File: src/rtl/dbus_arbiter.sv
// Two-master arbiter for a single synchronous-read data RAM port.
// Each access runs IDLE -> ISSUE -> WAIT -> RESP, and every output comes from a flop.
module dbus_arbiter #(
    parameter int ADDR_W     = 10,
    parameter int FIXED_PRIO = 0
) (
    input  logic              clk,
    input  logic              rst,
    input  logic              m0_req,
    input  logic              m0_we,
    input  logic [31:0]       m0_addr,
    input  logic [31:0]       m0_wdata,
    output logic              m0_ack,
    output logic [31:0]       m0_rdata,
    input  logic              m1_req,
    input  logic              m1_we,
    input  logic [31:0]       m1_addr,
    input  logic [31:0]       m1_wdata,
    output logic              m1_ack,
    output logic [31:0]       m1_rdata,
    output logic              mem_en,
    output logic              mem_we,
    output logic [ADDR_W-1:0] mem_addr,
    output logic [31:0]       mem_wdata,
    input  logic [31:0]       mem_rdata,
    output logic              busy,
    output logic              grant
);

    typedef enum logic [1:0] {IDLE, ISSUE, WAIT, RESP} state_t;

    state_t r_state;
    state_t w_nextState;
    logic   r_lastGrant;
    logic   r_we;
    logic   w_start;
    logic   w_pick;

    logic [ADDR_W-1:0] w_addr;
    logic              w_unusedAddrBits;

    assign w_addr = w_pick ? m1_addr[ADDR_W+1:2] : m0_addr[ADDR_W+1:2];
    assign w_unusedAddrBits = ^{m0_addr[31:ADDR_W+2], m0_addr[1:0],
                                m1_addr[31:ADDR_W+2], m1_addr[1:0]};

    // Requests are only looked at in IDLE; a tie goes to whoever did not win last time.
    always_comb begin
        w_nextState = r_state;
        w_start     = 1'b0;
        w_pick      = 1'b0;
        case (r_state)
            IDLE: begin
                if (m0_req || m1_req) begin
                    w_start     = 1'b1;
                    w_nextState = ISSUE;
                    if (m0_req && m1_req)
                        w_pick = (FIXED_PRIO != 0) ? 1'b0 : ~r_lastGrant;
                    else
                        w_pick = m1_req;
                end
            end
            ISSUE:   w_nextState = WAIT;
            WAIT:    w_nextState = RESP;
            RESP:    w_nextState = IDLE;
            default: w_nextState = IDLE;
        endcase
    end

    always_ff @(posedge clk or posedge rst) begin
        if (rst)
            r_state <= IDLE;
        else
            r_state <= w_nextState;
    end

    // The RAM strobe is loaded on the grant edge so it is high exactly during ISSUE.
    always_ff @(posedge clk or posedge rst) begin
        if (rst) begin
            mem_en      <= 1'b0;
            mem_we      <= 1'b0;
            mem_addr    <= '0;
            mem_wdata   <= '0;
            m0_ack      <= 1'b0;
            m1_ack      <= 1'b0;
            m0_rdata    <= '0;
            m1_rdata    <= '0;
            busy        <= 1'b0;
            grant       <= 1'b0;
            r_lastGrant <= 1'b1;
            r_we        <= 1'b0;
        end else begin
            mem_en <= 1'b0;
            mem_we <= 1'b0;
            m0_ack <= 1'b0;
            m1_ack <= 1'b0;
            busy   <= (w_nextState != IDLE);
            if (w_start) begin
                grant       <= w_pick;
                r_lastGrant <= w_pick;
                r_we        <= w_pick ? m1_we : m0_we;
                mem_en      <= 1'b1;
                mem_we      <= w_pick ? m1_we : m0_we;
                mem_addr    <= w_addr;
                mem_wdata   <= w_pick ? m1_wdata : m0_wdata;
            end
            // Read data lands in WAIT; capture it on the same edge that raises ack.
            if (r_state == WAIT) begin
                if (!r_we) begin
                    if (grant)
                        m1_rdata <= mem_rdata;
                    else
                        m0_rdata <= mem_rdata;
                end
                if (grant)
                    m1_ack <= 1'b1;
                else
                    m0_ack <= 1'b1;
            end
        end
    end

endmodule

File: config.mk
export PLATFORM = sky130hd
export DESIGN_NAME = dbus_arbiter
export DESIGN_NICKNAME = d
export VERILOG_FILES = /design/src/rtl/dbus_arbiter.sv
export SDC_FILE = /design/constraint.sdc
export NUM_CORES = 1
export LEC_CHECK = 0
export BUFFER_PORTS_ARGS = -buffer_cell sky130_fd_sc_hd__clkbuf_2
export CORE_ASPECT_RATIO = 0.7
export CORE_UTILIZATION = 30
export DETAILED_ROUTE_END_ITERATION = 6
export PLACE_DENSITY = 0.67
export SYNTH_ARGS = -nofsm -noshare
export SYNTH_HDL_FRONTEND = slang
export SYNTH_SLANG_ARGS = --single-unit
export TNS_END_PERCENT = 20
File: constraint.sdc
create_clock -name clk -period 4.2 [get_ports clk]
set_input_delay 0.42 -clock clk [delete_from_list [all_inputs] [get_ports clk]]
set_output_delay 0.42 -clock clk [all_outputs]
set_load 0.005 [all_outputs]
==> flow_summary_export.csv, run 1 <==
group,metric,value,unit
floorplan,initial_core_util,30.8,%
critical_path,crit_slowest_cell,"buf_4",
logic_synthesis,synthArstFlopShare,100,%
drt,num_vias,4238,
placement,io_buffer_count,233,
cells_and_area,ff_latch_area,0.00290,mm^2
logic_synthesis,seq_area_frac_synth,57.5,%
drt,vias_per_cell,4.86,
floorplan,die_area,0.0174,mm^2
timing,worst_pin_slew,0.929,ns
drt,wl_per_cell,16.2,um
cells_and_area,areaGrowthSynthToFinish,35.9,%
critical_path,reg2reg_from,"r_state[0]",
logic_synthesis,syn-num-nets,584,
drt,drtIter0Drc,275,
cells_and_area,antenna_cells,0,
timing,fin_crit_sh,54.7,%
logic_synthesis,ys_ff_latch,116,
global_routing,grt-ovfl-total,0,
critical_path,ff2ff_path_depth,6,
critical_path,critPathLaunchType,"flip-flop",
floorplan,ios,278,
global_routing,grt_pass1_wl,22.6,mm
floorplan,die-width,157,um
placement,place_congestion,0.730,
critical_path,crit_family,"compound AO/OA/AOI/OAI gates",
placement,dp_hpwl,9.41,mm
timing,fin_tns_setup,0,ns
power,powerDensity,768,mW/mm^2
run,maxCapViolations,0,
cells_and_area,layout.nets,803,
critical_path,path_buf_inv,2,
floorplan,core_area,0.0164,mm^2
timing,rsz0062_at_grt,"false",
clock_network,worstSkewPairLatency,0.40,ns
logic_synthesis,avgSynthCellArea,12.1,um^2
clock_network,cts_resized,0,
clock_network,htreeDepth,4,
global_routing,antenna_found_initial,0,
logic_synthesis,synthCells,416,
global_routing,grt_max_degree,50,
critical_path,cp_num_cells,6,
cells_and_area,fillers,1610,
logic_synthesis,ys.flop_type,"dfrtp_1",
timing,hold_viol,0,
critical_path,cp_data_arrival_time,2.57,ns
timing,setup_violations,0,
logic_synthesis,synth-edff-count,0,
critical_path,cpPeakStageDelay,0.47,ns
critical_path,path_max_fanout,45,
clock_network,cts_root_buf,"clkbuf_16",
status,status,"complete, no violations",
clock_network,cts.path.max_buffers,2,
clock_network,clock-sinks,116,
timing,min_period,2.30,ns
critical_path,crit_path_start,"r_state[0]",
cells_and_area,drive_above_1_share,52.9,%
cells_and_area,multi_input_area,0.00189,mm^2
clock_network,cts_tree,"yes",
power,p_total,5.27,mW
critical_path,criticalPathCategory,"reg2reg",
timing,slew_headroom,37.7,%
logic_synthesis,yosysWarnings,0,
global_routing,grt_pass1_vias,4143,
timing,skew,0.0105,ns
floorplan,rows,39,
drt,routed_wl,14.1,mm
logic_synthesis,synthesis.area,0.00505,mm^2
critical_path,endpoint,"r_we",
timing,drv_slew,0,
power,leakagePower,3.15,nW
critical_path,worstSetupEndpointType,"flip-flop",
hold_path,min_path_type,"in2async",
power,ir_drop,0.373,mV
clock_network,cts_setup_buffers,0,
drt,drc,0,
clock_network,clk_transition_reported_paths,0.05,ns
critical_path,r2r_setup_slack,1.90,ns
floorplan,die_h,111,um
global_routing,track_usage,16.9,%
critical_path,cp_cell_sequence,"inv_1, ha_2, buf_4, nand2_4, o21a_1, a221o_1",
critical_path,worstPathRequired,4.48,ns
clock_network,cts_made_buffers,17,
clock_network,hold_buffers,0,
timing,fmax,0.435,GHz
critical_path,r2r_end,"r_we",
cells_and_area,final_core_util,41.9,%
logic_synthesis,yosys.cell_types.count,33,
drt,detail-route-antenna-nets,0,
drt,drt_pass1_iterations,4,
-- area by class of cell --
| cell class | instances | area share, % |
|---|---|---|
| clock buffer | 19 | 6.45 |
| clock inverter | 12 | 1.22 |
| inverter | 6 | 0.364 |
| multi-input combinational | 252 | 27.6 |
| sequential | 116 | 42.3 |
| tap | 225 | 4.10 |
| timing repair buffer | 242 | 18.0 |
-- routing by layer --
layer | track usage (%) | share of wire [%]
met1 | 23.1 | 46
met3 | 4.59 | 6.5
met4 | 5.37 | 0.71
met2 | 25.8 | 46
met5 | 0 | 0
-- cell usage in the layout, fill, tap and decap left out, types with 2 or more instances in the layout --
cell type   count
clkbuf_2      233
dfrtp_1       115
mux2_2         61
nor2_1         44
o2111ai_1      42
a31oi_1        42
o21ai_0        37
clkbuf_16      17
buf_4           9
o21ai_1         5
clkinvlp_4      5
clkinv_2        4
and2_1          3
mux2_1          3
clkinv_1        2
inv_1           2
inv_6           2
-- synthesized netlist by cell type (2+ instances only) --
library cell | number | area [um^2]
a31oi_1 | 42 | 263
and2_1 | 3 | 18.8
buf_2 | 10 | 50.1
buf_4 | 4 | 30.0
buf_6 | 6 | 67.6
clkbuf_1 | 20 | 75.1
clkinv_1 | 2 | 7.51
dfrtp_1 | 115 | 2880
ha_1 | 2 | 25.0
inv_1 | 3 | 11.3
mux2_1 | 3 | 33.8
mux2_2 | 61 | 687
nor2_1 | 44 | 165
o2111ai_1 | 42 | 368
o21ai_0 | 37 | 185
o21ai_1 | 5 | 25.0
-- through the flow --
stage | worst slack (ns) | instances | hold WS, ns | instance area, um^2
CTS | 1.89 | 872 | 0.0559 | 6870
global route | 1.71 | 872 | 0.0755 | 6870
detailed placement | 1.75 | 841 | 0.476 | 6340
finish | 1.90 | 872 | 0.0483 | 6870
floorplan | 0.709 | 416 | 0.483 | 5050
global placement | 1.77 | 841 | 0.468 | 6340
-- where the power goes --
| part | total, mW | switching [mW] | internal [mW] |
|---|---|---|---|
| Clock | 1.29 | 0.521 | 0.765 |
| Combinational | 2.00 | 1.02 | 0.977 |
| Sequential | 1.99 | 0.291 | 1.70 |
| Total | 5.27 | 1.83 | 3.44 |
-- cell families (layout without fill, tap and decap cells) --
logic type	count (synthesis)	after routing	synth area share, %
AOI/OAI and AO/OA	133	133	17.9
adders and majority gates	2	2	0.495
buffers and inverters	48	279	5.10
DFF	116	116	57.5
muxes	64	64	14.3
and+or+nand+nor	53	53	4.83
-- how the worst min path moves through the flow --
stage | startpoint | endpoint | slack (ns) | depth (start not counted)
global route | rst | m0_rdata[6] | 0.08 | 2
detailed placement | m0_rdata[27] | m0_rdata[27] | 0.48 | 1
global placement | m0_rdata[27] | m0_rdata[27] | 0.47 | 1
floorplan | m0_rdata[24] | m0_rdata[24] | 0.48 | 1
finish | rst | m1_rdata[2] | 0.05 | 2
CTS | rst | m0_rdata[6] | 0.06 | 2
-- registers in the layout, indices dropped and copies added, names as in the netlist --
name and flops:
busy 1, mem_addr 10, r_lastGrant 1, mem_wdata 32, mem_we 1, m1_rdata 32, m0_ack 1, m0_rdata 32
r_state 2, mem_en 1, r_we 1, grant 1, m1_ack 1
No activity file was read; power rests on OpenSTA's default activity.
==> inputs of run 2 (changes only) <==
ABC_AREA = 1   (was not set)
PLACE_DENSITY = 0.69   (was 0.67)
clock period = 2.1 ns   (was 4.2 ns; I/O delays follow)
==> run 2 against run 1 <==
  * The flow now finishes with violations (hold timing)
  * Global-route usage is 0.84 points lower
  * Setup slack worse by 1.5 ns
  * Final area is 3.9% higher
  * Combinational power increased by 87%
  * Non-clock buffer count rose by 1
  * Routed wire length decreased by 3.5%
  * Count of clock-buffer cells in the layout shrank 2
  * Die area increased by 1.7%
  * Largest power group is now sequential cells
==> flow_summary_export.csv, run 2 <==
group,metric,value,unit
global_routing,grt-ovfl-total,0,
status,status,"finished, violations left",
logic_synthesis,ys_ff_latch,116,
logic_synthesis,yosys.area.top_type,"dfrtp_1",
clock_network,cts.path.max_buffers,2,
critical_path,cp_cell_sequence,"inv_1, ha_1, nand2_1, inv_2, nand2_2, buf_12, nand3_1, nand3_1",
floorplan,die_h,112,um
placement,io_buffer_count,233,
critical_path,cpPeakStageDelay,0.38,ns
logic_synthesis,ys.flop_type,"dfrtp_1",
critical_path,worstPathRequired,2.37,ns
timing,fmax,0.595,GHz
logic_synthesis,synth_top_area_share,56.0,%
clock_network,clock-sinks,116,
drt,routed_wl,13.6,mm
timing,slew_headroom,55.0,%
critical_path,cp_common_cell,"nand3_1",
status,violations,"hold timing",
drt,vias_per_cell,4.22,
clock_network,htreeDepth,4,
timing,min_period,1.68,ns
critical_path,cp_data_arrival_time,1.95,ns
power,leakagePower,4.29,nW
power,powerDensity,1480,mW/mm^2
critical_path,criticalPathCategory,"reg2reg",
timing,hold_viol,40,
global_routing,grt_max_degree,117,
logic_synthesis,yosysWarnings,0,
timing,worst_pin_slew,0.674,ns
placement,dp_hpwl,9.54,mm
cells_and_area,layout.nets,1033,
clock_network,cts_made_buffers,17,
clock_network,worstSkewPairLatency,0.40,ns
global_routing,grt_pass1_wl,22.4,mm
timing,fin_tns_setup,0,ns
floorplan,rows,39,
timing,skew,0.00870,ns
run,maxCapViolations,0,
logic_synthesis,yosysMostFrequentCell,"nand2_1",
timing,fin_crit_sh,80.0,%
clock_network,cts_setup_buffers,0,
placement,place_congestion,0.770,
critical_path,path_max_fanout,45,
global_routing,track_usage,16.1,%
floorplan,die-width,158,um
clock_network,cts_resized,0,
timing,setup_violations,0,
logic_synthesis,synthesis.area,0.00514,mm^2
logic_synthesis,syn-num-nets,804,
hold_path,min_path_type,"in2async",
power,ir_drop,0.462,mV
clock_network,cts_root_buf,"clkbuf_16",
clock_network,clk_transition_reported_paths,0.06,ns
logic_synthesis,seq_area_frac_synth,56.5,%
cells_and_area,drive_above_1_share,32.6,%
drt,drtIter0Drc,301,
floorplan,ios,278,
critical_path,r2r_setup_slack,0.42,ns
clock_network,cts_tree,"yes",
logic_synthesis,synth_commonest_cells,"nand2_1 (200), inv_1 (121), dfrtp_1 (115), nand3_1 (87)",
drt,drt_pass1_iterations,4,
timing,rsz0062_at_grt,"false",
timing,drv_slew,0,
cells_and_area,areaGrowthSynthToFinish,38.8,%
floorplan,core_area,0.0165,mm^2
drt,num_vias,4661,
logic_synthesis,synthTopCellsByArea,"dfrtp_1 (56%), nand2_1 (15%), inv_1 (8.8%)",
global_routing,antenna_found_initial,1,
cells_and_area,reg_top3,"m0_rdata (32), m1_rdata (32), mem_wdata (32)",
logic_synthesis,synth-edff-count,0,
drt,wl_per_cell,12.3,um
logic_synthesis,avgSynthCellArea,8.08,um^2
logic_synthesis,yosys.cell_types.count,20,
critical_path,worstSetupEndpointType,"flip-flop",
critical_path,crit_slowest_cell,"dfrtp_1",
cells_and_area,final_common_cell,"clkbuf_2",
logic_synthesis,synthCells,636,
drt,drc,0,
timing,hold_ws,-0.0523,ns
logic_synthesis,synthArstFlopShare,100,%
floorplan,initial_core_util,31.1,%
clock_network,hold_buffers,0,
floorplan,die_area,0.0177,mm^2
cells_and_area,final_cell_mix,"clkbuf_2 (233), nand2_1 (200), inv_1 (120)",
critical_path,critPathLaunchType,"flip-flop",
drt,detail-route-antenna-nets,0,
global_routing,grt_pass1_vias,4625,
==> run 2: per-stage QoR <==
stage               std cells  util, %  power [mW]  worst slack, ns  area [um^2]
floorplan                 636        -        6.01            0.477         5140
global placement         1071     39.6        7.71            0.456         6550
detailed placement       1071     39.6        7.83            0.422         6550
CTS                      1103     43.1        10.7            0.402         7130
global route             1103     43.1        11.4            0.246         7130
finish                   1104     43.1        10.5            0.420         7130
==> run 2: layout make-up <==
cell class,instances,area (um^2)
antenna,1,2.50
sequential,116,2900
fill,1684,9410
timing repair buffer,243,1300
tap,225,282
clock buffer,17,425
multi-input combinational,362,1590
clock inverter,15,156
inverter,125,473
==> run 2: final timing paths <==
path	startpoint	to	depth (start not counted)
setup / recovery	r_state[0]	r_we	8
hold / removal	rst	m1_rdata[13]	3
setup reg to reg	r_state[0]	r_we	8
hold reg to reg	mem_wdata[29]	mem_wdata[29]	2
max in group asynchronous	rst	m1_rdata[27]	3
min in group clk	mem_rdata[15]	m0_rdata[15]	3
==> run 2: metal layers <==
| metal | up-vias | track usage [%] | part of all wire, % |
|---|---|---|---|
| li1 | 2397 | - | - |
| met1 | 2108 | 20.9 | 47 |
| met2 | 141 | 25.1 | 45 |
| met3 | 15 | 4.44 | 5.9 |
| met4 | 0 | 6.60 | 1.4 |
| met5 | - | 0 | 0 |
==> run 2: where the power goes <==
part	internal [mW]	leakage [nW]	switching (mW)
clock network	1.75	0.284	1.06
registers	3.37	1.42	0.596
logic	1.61	2.59	2.14
==> run 2: worst max-delay path: cells and delay by family (launching register included) <==
kind	cells	cell delay, ns
fa+ha+maj	1	0.23
buf+inv	3	0.55
flops	1	0.38
simple gates	4	0.40
==> run 2: logic make-up (layout without fill, tap and decap cells) <==
| kind of cell | Yosys count | in the layout | share of synthesized area (%) |
|---|---|---|---|
| AOI/OAI and AO/OA | 65 | 65 | 6.33 |
| adders and majority gates | 2 | 2 | 0.487 |
| buffers and inverters | 158 | 400 | 12.6 |
| DFF | 116 | 116 | 56.5 |
| other | 0 | 1 | 0 |
| and+or+nand+nor | 295 | 295 | 24.1 |
==> inputs of run 3 (changes only) <==
ABC_AREA = 0   (was 1)
clock period = 1.39 ns   (was 2.1 ns; I/O delays follow)
==> run 3 against run 2 <==
  * Routed wire length increased by 21%
  * Maximum frequency increased by 8.0%
  * Sequential power increased by 54%
  * The run ends with setup timing left
  * Highest routed layer unchanged
  * Critical path type unchanged
==> flow_summary_export.csv, run 3 (same netlist as run 1, synthesis figures left out) <==
group,metric,value,unit
status,status,"finished, violations left",
status,violations,"setup timing",
timing,slew_headroom,65.8,%
cells_and_area,ff_latch_area,0.00290,mm^2
timing,setup_violations,100,
timing,hold_viol,0,
clock_network,cts_tree,"yes",
global_routing,track_usage,19.0,%
global_routing,grt_pass1_wl,25.8,mm
timing,drv_slew,0,
global_routing,grt-ovfl-total,0,
floorplan,initial_core_util,30.8,%
timing,setup_slack,-0.165,ns
placement,dpl_cell_area,0.00663,mm^2
critical_path,path_max_fanout,8,
drt,top_layer,"met4",
timing,skew,0.00869,ns
cells_and_area,reg_top3,"m0_rdata (32), m1_rdata (32), mem_wdata (32)",
drt,wl_per_cell,16.8,um
placement,place_ws,-0.187,ns
power,leakagePower,3.88,nW
drt,num_vias,4855,
run,maxCapViolations,0,
drt,drtIter0Drc,372,
critical_path,cp_data_arrival_time,1.84,ns
cells_and_area,final_core_util,50.9,%
floorplan,die_area,0.0174,mm^2
drt,wl_met1,7.39,mm
drt,vias_per_cell,4.94,
power,clock_power_share,23.7,%
clock_network,clk_transition_reported_paths,0.06,ns
critical_path,criticalPathCategory,"reg2reg",
floorplan,die_h,111,um
timing,worst_pin_slew,0.511,ns
cells_and_area,antenna_cells,0,
timing,min_period,1.56,ns
global_routing,grt_max_degree,44,
power,sequentialPowerShare,33.3,%
power,p_int,12.1,mW
power,comb_power_share,43.0,%
timing,hold_ws,0.0154,ns
power,p_total,18.3,mW
cells_and_area,final_area,0.00835,mm^2
placement,io_buffer_count,233,
clock_network,cts_root_buf,"clkbuf_16",
power,ir_drop,0.971,mV
clock_network,worstSkewPairLatency,0.41,ns
cells_and_area,drive_above_1_share,50.1,%
power,powerDensity,2200,mW/mm^2
power,p_switching,6.19,mW
drt,routed_wl,16.5,mm
drt,drt_pass1_iterations,5,
clock_network,htreeDepth,4,
floorplan,rows,39,
cells_and_area,multi_input_area,0.00207,mm^2
hold_path,min_path_type,"in2reg",
placement,dp_hpwl,9.84,mm
drt,drc,0,
drt,wl_met2,7.94,mm
critical_path,critPathLaunchType,"flip-flop",
critical_path,worstPathRequired,1.67,ns
floorplan,core_area,0.0164,mm^2
drt,detail-route-antenna-nets,0,
clock_network,clock-sinks,116,
placement,place_congestion,0.733,
floorplan,die-width,157,um
critical_path,worstSetupEndpointType,"flip-flop",
cells_and_area,fillers,1475,
drt,wl_met3,963,um
clock_network,cts_made_buffers,17,
power,switching_share,33.8,%
timing,fmax,0.643,GHz
global_routing,grt_pass1_vias,4914,
global_routing,antenna_found_initial,0,
cells_and_area,final_cell_mix,"clkbuf_2 (233), dfrtp_1 (115), dlygate4sd3_1 (80)",
clock_network,cts.path.max_buffers,2,
timing,fin_crit_sh,112,%
timing,rsz0062_at_grt,"true",
cells_and_area,final_common_cell,"clkbuf_2",
cells_and_area,layout.nets,912,
cells_and_area,areaGrowthSynthToFinish,65.2,%
floorplan,ios,278,
==> run 3: cell types whose count changed in the layout (fill, tap and decap cells not counted), moves of 24 or more <==
cell           change
dlygate4sd3_1     +80
o2111ai_1         +42
nand2_1          -200
a31oi_1           +42
nand3_1           -87
mux2_2            +24
nor2_1            +41
o21ai_1           -26
mux2_4            +40
inv_1            -119
==> run 3: routing by layer <==
layer / GRT usage, % / up-vias
li1: - / 2226
met1: 24.5 / 2402
met2: 30.9 / 204
met3: 4.63 / 23
met4: 6.86 / 0
met5: 0 / -
==> run 3: cell type report <==
class | instances | share of cell area [%]
inverter | 6 | 0.345
timing repair buffer | 351 | 29.6
sequential | 116 | 34.8
multi-input combinational | 252 | 24.8
tap | 225 | 3.37
clock inverter | 14 | 1.81
clock buffer | 18 | 5.26
==> run 3: per-stage QoR <==
| stage | instances | setup TNS (ns) |
|---|---|---|
| 2_1_floorplan | 416 | -24.98 |
| 3_3_place_gp | 861 | -10.03 |
| 3_5_place_dp | 861 | -11.24 |
| 4_1_cts | 979 | -11.70 |
| 5_1_grt | 982 | -17.43 |
| 6_report | 982 | -9.09 |
==> run 3: final timing paths <==
check / start / end / slack (ns) / cells past startpoint
setup / recovery: r_state[0] / m0_rdata[2] / -0.17 / 6
hold / removal: m1_wdata[17] / mem_wdata[17] / 0.02 / 3
setup reg to reg: r_state[0] / m0_rdata[2] / -0.17 / 6
hold reg to reg: m1_rdata[4] / m1_rdata[4] / 0.50 / 1
max in group asynchronous: rst / m0_rdata[22] / 0.50 / 4
min in group asynchronous: rst / m0_rdata[29] / 0.33 / 3
==> run 3: power by group through the flow <==
stage | Combinational [mW] | Sequential [mW] | Clock (mW)
6_report | 7.88 | 6.10 | 4.34
5_1_grt | 8.55 | 6.31 | 4.61
4_1_cts | 7.30 | 6.05 | 4.45
3_5_place_dp | 6.65 | 6.07 | 0
3_3_place_gp | 6.51 | 6.02 | 0
2_1_floorplan | 3.47 | 6.14 | 0
==> run 3: critical path, cell delays in order, from the launching register on <==
cell       delay, ns
dfrtp_1         0.38
inv_2           0.08
ha_4            0.13
nor3b_4         0.21
buf_6           0.16
clkbuf_16       0.17
mux2_4          0.30
==> run 3: what timing repair did <==
item	CTS	global route
resized for setup	21	32
buffers inserted	4	1
gates cloned	2	2
endpoints found under the setup margin	102	111
endpoints found under the hold margin	119	0
hold buffers	80	0
